$ cat src/rtl/traffic_light_fsm.sv
// Traffic light sequencer: selects the phase interval from the time-parameter store,
// counts it down on 1 Hz ticks and drives the main/side/walk lamps.
module traffic_light_fsm #(
  parameter int unsigned TIMER_W  = 4,
  parameter logic [1:0]  INT_BASE = 2'b00,
  parameter logic [1:0]  INT_EXT  = 2'b01,
  parameter logic [1:0]  INT_YEL  = 2'b10
) (
  input  logic               clock,
  input  logic               reset_n,
  input  logic               one_hz_enable,
  input  logic               sensor_sync,
  input  logic               walk_request,
  input  logic               prog_sync,
  input  logic [TIMER_W-1:0] value,
  output logic [1:0]         interval,
  output logic [2:0]         main_lights,
  output logic [2:0]         side_lights,
  output logic               walk_lamp,
  output logic [TIMER_W-1:0] timer_count
);

  localparam logic [2:0] LAMP_R = 3'b100;
  localparam logic [2:0] LAMP_Y = 3'b010;
  localparam logic [2:0] LAMP_G = 3'b001;

  typedef enum logic [2:0] {
    S_MG1  = 3'd0,
    S_MG2  = 3'd1,
    S_MY   = 3'd2,
    S_WALK = 3'd3,
    S_SG   = 3'd4,
    S_SGX  = 3'd5,
    S_SY   = 3'd6
  } state_e;

  typedef struct packed {
    logic [1:0] intv;
    logic [2:0] main;
    logic [2:0] side;
    logic       walk;
  } lamp_t;

  localparam lamp_t RESET_OUT = '{intv: INT_BASE, main: LAMP_G, side: LAMP_R, walk: 1'b0};

  state_e               state_q, state_d, state_nxt;
  logic                 load_pending_q, load_pending_d;
  logic                 walk_pending_q, walk_pending_d;
  logic [TIMER_W-1:0]   timer_q, timer_d;
  lamp_t                out_q, out_d;

  // Lamp and interval decode for a state being entered; MG2 picks its interval from the sensor.
  function automatic lamp_t decode(input state_e s, input logic sensor);
    lamp_t o;
    o = RESET_OUT;
    case (s)
      S_MG1:   o = '{intv: INT_BASE, main: LAMP_G, side: LAMP_R, walk: 1'b0};
      S_MG2:   o = '{intv: (sensor ? INT_EXT : INT_BASE), main: LAMP_G, side: LAMP_R, walk: 1'b0};
      S_MY:    o = '{intv: INT_YEL,  main: LAMP_Y, side: LAMP_R, walk: 1'b0};
      S_WALK:  o = '{intv: INT_EXT,  main: LAMP_R, side: LAMP_R, walk: 1'b1};
      S_SG:    o = '{intv: INT_BASE, main: LAMP_R, side: LAMP_G, walk: 1'b0};
      S_SGX:   o = '{intv: INT_EXT,  main: LAMP_R, side: LAMP_G, walk: 1'b0};
      S_SY:    o = '{intv: INT_YEL,  main: LAMP_R, side: LAMP_Y, walk: 1'b0};
      default: o = RESET_OUT;
    endcase
    return o;
  endfunction

  always_ff @(posedge clock or negedge reset_n) begin
    if (!reset_n) begin
      state_q        <= S_MG1;
      load_pending_q <= 1'b1;
      walk_pending_q <= 1'b0;
      timer_q        <= '0;
      out_q          <= RESET_OUT;
    end else begin
      state_q        <= state_d;
      load_pending_q <= load_pending_d;
      walk_pending_q <= walk_pending_d;
      timer_q        <= timer_d;
      out_q          <= out_d;
    end
  end

  always_comb begin
    state_d        = state_q;
    load_pending_d = load_pending_q;
    walk_pending_d = walk_pending_q | walk_request;
    timer_d        = timer_q;
    out_d          = out_q;
    state_nxt      = state_q;

    case (state_q)
      S_MG1:   state_nxt = S_MG2;
      S_MG2:   state_nxt = S_MY;
      S_MY:    state_nxt = walk_pending_q ? S_WALK : S_SG;
      S_WALK:  state_nxt = S_SG;
      S_SG:    state_nxt = sensor_sync ? S_SGX : S_SY;
      S_SGX:   state_nxt = S_SY;
      S_SY:    state_nxt = S_MG1;
      default: state_nxt = S_MG1;
    endcase

    if (prog_sync) begin
      state_d        = S_MG1;
      load_pending_d = 1'b1;
      timer_d        = '0;
      out_d          = RESET_OUT;
    end else if (load_pending_q) begin
      // A zero duration still gives one tick so the phase cannot stall or underflow.
      timer_d        = (value == '0) ? TIMER_W'(1) : value;
      load_pending_d = 1'b0;
    end else if (one_hz_enable && (timer_q != '0)) begin
      if (timer_q == TIMER_W'(1)) begin
        state_d        = state_nxt;
        load_pending_d = 1'b1;
        timer_d        = '0;
        out_d          = decode(state_nxt, sensor_sync);
        if ((state_nxt == S_WALK) && !walk_request) begin
          walk_pending_d = 1'b0;
        end
      end else begin
        timer_d = timer_q - TIMER_W'(1);
      end
    end
  end

  assign interval    = out_q.intv;
  assign main_lights = out_q.main;
  assign side_lights = out_q.side;
  assign walk_lamp   = out_q.walk;
  assign timer_count = timer_q;

  a_one_lamp_per_street: assert property (@(posedge clock) disable iff (!reset_n)
    $onehot(main_lights) && $onehot(side_lights));

  a_no_conflicting_green: assert property (@(posedge clock) disable iff (!reset_n)
    (main_lights == LAMP_R) || (side_lights == LAMP_R));

endmodule

$ cat config.mk
export PLATFORM = sky130hd
export DESIGN_NAME = traffic_light_fsm
export DESIGN_NICKNAME = d
export VERILOG_FILES = /design/src/rtl/traffic_light_fsm.sv
export SDC_FILE = /design/constraint.sdc
export NUM_CORES = 1
export LEC_CHECK = 0
export ABC_AREA = 1
export CELL_PAD_IN_SITES_DETAIL_PLACEMENT = 1
export CELL_PAD_IN_SITES_GLOBAL_PLACEMENT = 2
export CORE_UTILIZATION = 29
export DETAILED_ROUTE_END_ITERATION = 10
export PLACE_DENSITY = 0.78
export REMOVE_ABC_BUFFERS = 1
export SLEW_MARGIN = 20
export SYNTH_ARGS = -nofsm -noshare
export SYNTH_HDL_FRONTEND = slang
export SYNTH_SLANG_ARGS = --single-unit
$ cat constraint.sdc
create_clock -name clock -period 3.77 [get_ports clock]
set_clock_uncertainty 0.2 [all_clocks]
set_input_delay 0.377 -clock clock [delete_from_list [all_inputs] [get_ports clock]]
set_output_delay 0.377 -clock clock [all_outputs]
set_load 0.005 [all_outputs]
==> out/metrics.csv <==
metric;value;unit
max_freq;507;MHz
htree_levels;1;
setup_violations;0;
crit_chain;clkdlybuf4s50_1 > inv_1 > o21ai_0 > nor2_1 > nand3_1 > nand2_1;
synth.distinct_cells;20;
finalSetupTns;0;ns
gr-usage-met2;0.317;
worstSetupStartpoint;prog_sync;
cap_violations;0;
firstDrtPassIters;4;
drt_wl_total;2890;µm
ys_top_cells_by_count;nand2_1 (45), nand3_1 (29), dfrtp_1 (15);
cts.sinks;18;
overflow;0;
avgSynthCellArea;7.44;µm²
ys.flop_type;dfrtp_1;
grt_start_max_net_pins;26;
dp_slack;1.49;ns
crit_slowest_cell;inv_1;
io_pins;23;
fp.coreArea;0.00342;mm²
clk_pin_slew;0.12;ns
tritoncts;yes;
period_share;0.523;
synth_top_area_share;0.355;
period_minus_slack;1.97;ns
cts_buffer_depth;2;
crit_buf_inv;2;
wl_per_cell;13.7;µm
cts_made_buffers;3;
p_leak;0.681;nW
netlist_area;0.00106;mm²
finalHoldViolCount;0;
async_reset_ff_frac;1.00;
hp-start;side_lights[2];
dieArea;0.00389;mm²
cts_setup_buffers;0;
hp-class;reg -> reg;
worstSetupPathType;in -> reg;
synth_top_area_cell;dfrtp_1;
end_kind;flop;
r2r_start;timer_count[0];
synth_most_common_cell;nand2_1;
ir_worst_vdd;194;µV
grt_usage;0.170;
synthCells;142;
grt_setup_unrepaired;false;
pwr_density_cell;332;mW/mm²
yosysWarnings;0;
netlist_top_cells_area;dfrtp_1 (36%), nand2_1 (16%), nand3_1 (14%), dfstp_2 (7.5%), inv_1 (5.0%);
drt_iter0_markers;10;
grt.busiest_layer;met2;
grt_first_pass_wirelength;5200;µm
vias;1016;
relSlewSlack;0.431;
critical_path_depth;6;
drive_gt1_frac;0.0848;
first_global_vias;1125;
diodes;0;
cp_top_family;buffers and inverters;
cts_hold_buffers;0;
drtAntennaViolNets;0;
status;complete, no violations;
post_cts_resize_count;0;
final_area;0.00135;mm²
holdPathStages;2;
nFillCells;448;
slew_viol_final;0;
clkLatencyLatePin;0.30;ns
fp.dieH;62.3;µm
startpoint_type;input port;
arrival;2.01;ns
viasPerCell;4.82;
area_growth;27.7;%
portBuffers;22;
rr_worst_depth;7;
finalWeightedCongestion;0.745;
grt_util_met3;0.0404;
ys_seq_area_frac;0.430;
fin_ws;1.80;ns
hpwl;2240;µm
fp-row-count;21;
die_x;62.3;µm
use_met1;0.194;
synth_edf_count;0;
placed_area;0.00131;mm²
cp_max_fo;25;
root_buffer;clkbuf_4;
crit_required;3.81;ns
fin_nets;178;
synth-seq-cells;18;
critPathMaxStageDelay;0.62;ns
route.detailed.drc;0;
fin_hold_ws;0.299;ns
tightest_slew;0.851;ns
antenna_found_initial;0;
start_util;0.309;
==> worst paths after layout <==
kind	slack [ns]	end
max	1.80	timer_count[3]
min	0.30	side_lights[2]
max reg2reg	1.96	state_q[2]
min reg2reg	0.30	side_lights[2]
max in group asynchronous	2.50	timer_count[1]
min in group asynchronous	0.35	state_q[0]
==> report_power, final <==
group	switching, mW	internal [mW]
registers	0.0120	0.204
clock network	0.0666	0.0589
logic	0.0608	0.0451
total	0.139	0.308
==> cell usage in the layout, fill, tap and decap left out <==
cell / n
nand2_4: 1
ha_1: 2
clkbuf_8: 1
nor2_1: 11
nand3_1: 29
clkdlybuf4s50_1: 22
nor2_2: 1
dfstp_2: 3
inv_1: 14
nand2_1: 45
nor2_4: 3
o211ai_1: 1
o21ai_1: 1
inv_2: 1
clkbuf_4: 3
nand4_4: 1
nor3_1: 1
dfrtp_1: 15
a21oi_1: 3
nand4_1: 3
o21ai_0: 4
==> stage by stage <==
step / power [mW] / std cells / util
floorplan: 0.277 / 139 / -
global placement: 0.323 / 207 / 0.384
detailed placement: 0.328 / 207 / 0.384
CTS: 0.453 / 211 / 0.395
global route: 0.474 / 211 / 0.395
finish: 0.447 / 211 / 0.395
==> layer usage <==
layer	vias up	routed length, µm
li1	508	-
met1	492	1270
met2	14	1520
met3	2	76
met4	0	21
met5	-	0
==> layout make-up <==
cell class,instances,area (µm²),area share
clock buffer,4,36.3,0.0269
inverter,15,56.3,0.0417
sequential,18,454,0.337
timing repair buffer,22,220,0.163
tap,46,57.6,0.0427
multi-input combinational,106,524,0.389
==> sequential cells by signal (all words and copies together) (netlist names) <==
name and flops:
timer_count 4, side_lights 3, load_pending_q 1, main_lights 3
interval 2, walk_pending_q 1, walk_lamp 1, state_q 3
==> cell families (layout without fill, tap and decap cells) <==
| family | after synthesis | in the layout | synth area share |
|---|---|---|---|
| buffers and inverters | 18 | 41 | 0.0735 |
| DFF | 18 | 18 | 0.430 |
| and+or+nand+nor | 95 | 95 | 0.428 |
| AOI/OAI and AO/OA | 9 | 9 | 0.0450 |
| adders and majority gates | 2 | 2 | 0.0237 |
==> tightest hold or removal path, delay by kind of cell, from the launching register on <==
| kind | cells | cell delay, ns |
|---|---|---|
| AND/OR/NAND/NOR | 2 | 0.12 |
| flip-flops | 1 | 0.39 |
No activity file was read; power rests on OpenSTA's default activity.
==> variant, RTL diff (same flow settings) <==
The 7 states of `state_e` get a one-hot encoding in 7 bits.
--- a/src/rtl/traffic_light_fsm.sv
+++ b/src/rtl/traffic_light_fsm.sv
@@ -24,14 +24,14 @@
   localparam logic [2:0] LAMP_Y = 3'b010;
   localparam logic [2:0] LAMP_G = 3'b001;
 
-  typedef enum logic [2:0] {
-    S_MG1  = 3'd0,
-    S_MG2  = 3'd1,
-    S_MY   = 3'd2,
-    S_WALK = 3'd3,
-    S_SG   = 3'd4,
-    S_SGX  = 3'd5,
-    S_SY   = 3'd6
+  typedef enum logic [6:0] {
+    S_MG1  = 7'b0000001,
+    S_MG2  = 7'b0000010,
+    S_MY   = 7'b0000100,
+    S_WALK = 7'b0001000,
+    S_SG   = 7'b0010000,
+    S_SGX  = 7'b0100000,
+    S_SY   = 7'b1000000
   } state_e;
 
   typedef struct packed {
Check against the original RTL: same outputs for any inputs over 10 cycles, from zero or initial values and one cycle with reset_n low; not proved beyond that.
==> variant against the unedited design <==
Routed wire length grew 5.1%; cell area grew 13%; synthesized area grew 14%; worst setup slack gained 0.10 ns; hold slack lost 0.021 ns; sequential power grew 19%; die area grew 13%; largest power group unchanged; sequential share of layout area grew 2.7 points; via count grew 3.1%; power grew 13%; sequential cell count grew 4; critical path depth shrank 5.
==> variant: results (changes against the unedited design) <==
initial antenna violation count=0 (unchanged); FILL cells=481 (+7.4%); Worst-Margin Slew=0.517 ns (-0.334 ns); vias in the first global route=1112 (-1.2%); via count=1047 (+3.1%); Synth Area in Compound Gates=9.28% (+4.8 points); CP max FO=2 (-92%); Power Dens Cells=331 nW/µm² (-0.27%); outcome=finished clean; top cell types by occurrence after synthesis=nand2_1 (46), nor2_1 (22), dfrtp_1 (18); Psw=0.142 mW (+1.7%); Routability Congestion=0.756 (+1.6%); Synth Area in Adders=2.09% (-0.28 points); Starting DRT DRC Count=11 (+1); wirelength, routed=3.04 mm (+5.1%); Skew-Pair Late Insertion Delay=0.26 ns (-0.04 ns); largest net degree at the start of global routing=23 (-12%); cell family with most CP delay=flip-flops; clk root buf=clkbuf_8; Largest register FFs=7 (+3); Pre-antenna DRT Iters=4 (unchanged); library cells used by synthesis=24 (+20%); synthesized instance count=151 (+6.3%); GRT Total Usage=16.1% (-0.89 points); maximum vdd drop=0.000132 V (-32%); pre-CTS WS=1.86 ns (+0.371 ns); Synth area leaders=dfrtp_1 (38%), nand2_1 (14%), dfstp_2 (8.8%); Clock transition at path regs=0.08 ns (-0.04 ns); synth warn=0 (unchanged); sequential logic power=0.258 mW (+19%); share of layout cells above drive strength 1=11.9% (+3.4 points); CP max-delay cell=dfstp_2; R2R cell count=8 (+1); first-pass GRT wire length=5.35 mm (+2.9%); # placed instances=223 (+7.7%); combinational share of power=20.3% (-3.4 points); P_leak=0.750 nW (+10%); Top FF cell, synth=dfrtp_1; peak per-stage delay on the critical path=0.54 ns (-0.08 ns); hpwl dp=2.40 mm (+7.1%); sequential share of the synthesized area=46.3% (+3.3 points); n_diodes=0 (unchanged); placed cell area=1480 µm² (+13%)
==> variant: cell types whose count changed in the layout (fill, tap and decap cells not counted), moves of 3 or more <==
cell	unedited run	this run
clkbuf_4	3	0
nand3_1	29	11
o21ai_1	1	6
dfrtp_1	15	18
nor2_1	11	22
nand4_1	3	0
==> variant: worst register-to-register path, cell delays in order (launching register included) <==
cell and delay, ns:
dfrtp_1 0.46, inv_1 0.07, ha_1 0.25, a21boi_4 0.24, nand2_2 0.09, nand2_4 0.14, inv_4 0.08, nand2_1 0.07
nand3_1 0.07
==> variant: what timing repair did <==
action	CTS	global route
endpoints found under the hold margin	0	18
gates resized for setup	0	0
hold buffers	0	1
==> variant: cell type report <==
cell class	instances	area (µm²)	area share, %
timing repair buffer	23	225	14.7
multi-input combinational	112	573	37.5
inverter	17	71.3	4.66
sequential	22	556	36.3
clock buffer	3	41.3	2.70
tap	50	62.6	4.09
==> variant: metal layers <==
layer  routed length, µm  global-route usage, %  vias to the layer above
li1                    -                      -                      534
met1                1450                   21.7                      494
met2                1490                   26.9                       15
met3                  63                   1.55                        4
met4                  33                   4.79                        0
met5                   0                      0                        -
==> variant: worst paths after layout <==
check / start / endpoint / slack [ns]
worst min-delay path: side_lights[2] / side_lights[2] / 0.28
worst min register to register: side_lights[2] / side_lights[2] / 0.28
worst max register to register: timer_count[0] / interval[1] / 1.98
worst max-delay path: side_lights[2] / side_lights[2] / 1.90
max in group asynchronous: reset_n / main_lights[0] / 2.59
min in group asynchronous: reset_n / side_lights[1] / 0.42
==> variant: kinds of logic (layout without fill, tap and decap cells) <==
group                    after synthesis  count (layout)
AO/OA/AOI/OAI                         19              19
buffers and inverters                 17              43
flip-flops                            22              22
AND/OR/NAND/NOR                       91              91
adder cells (fa/ha/maj)                2               2
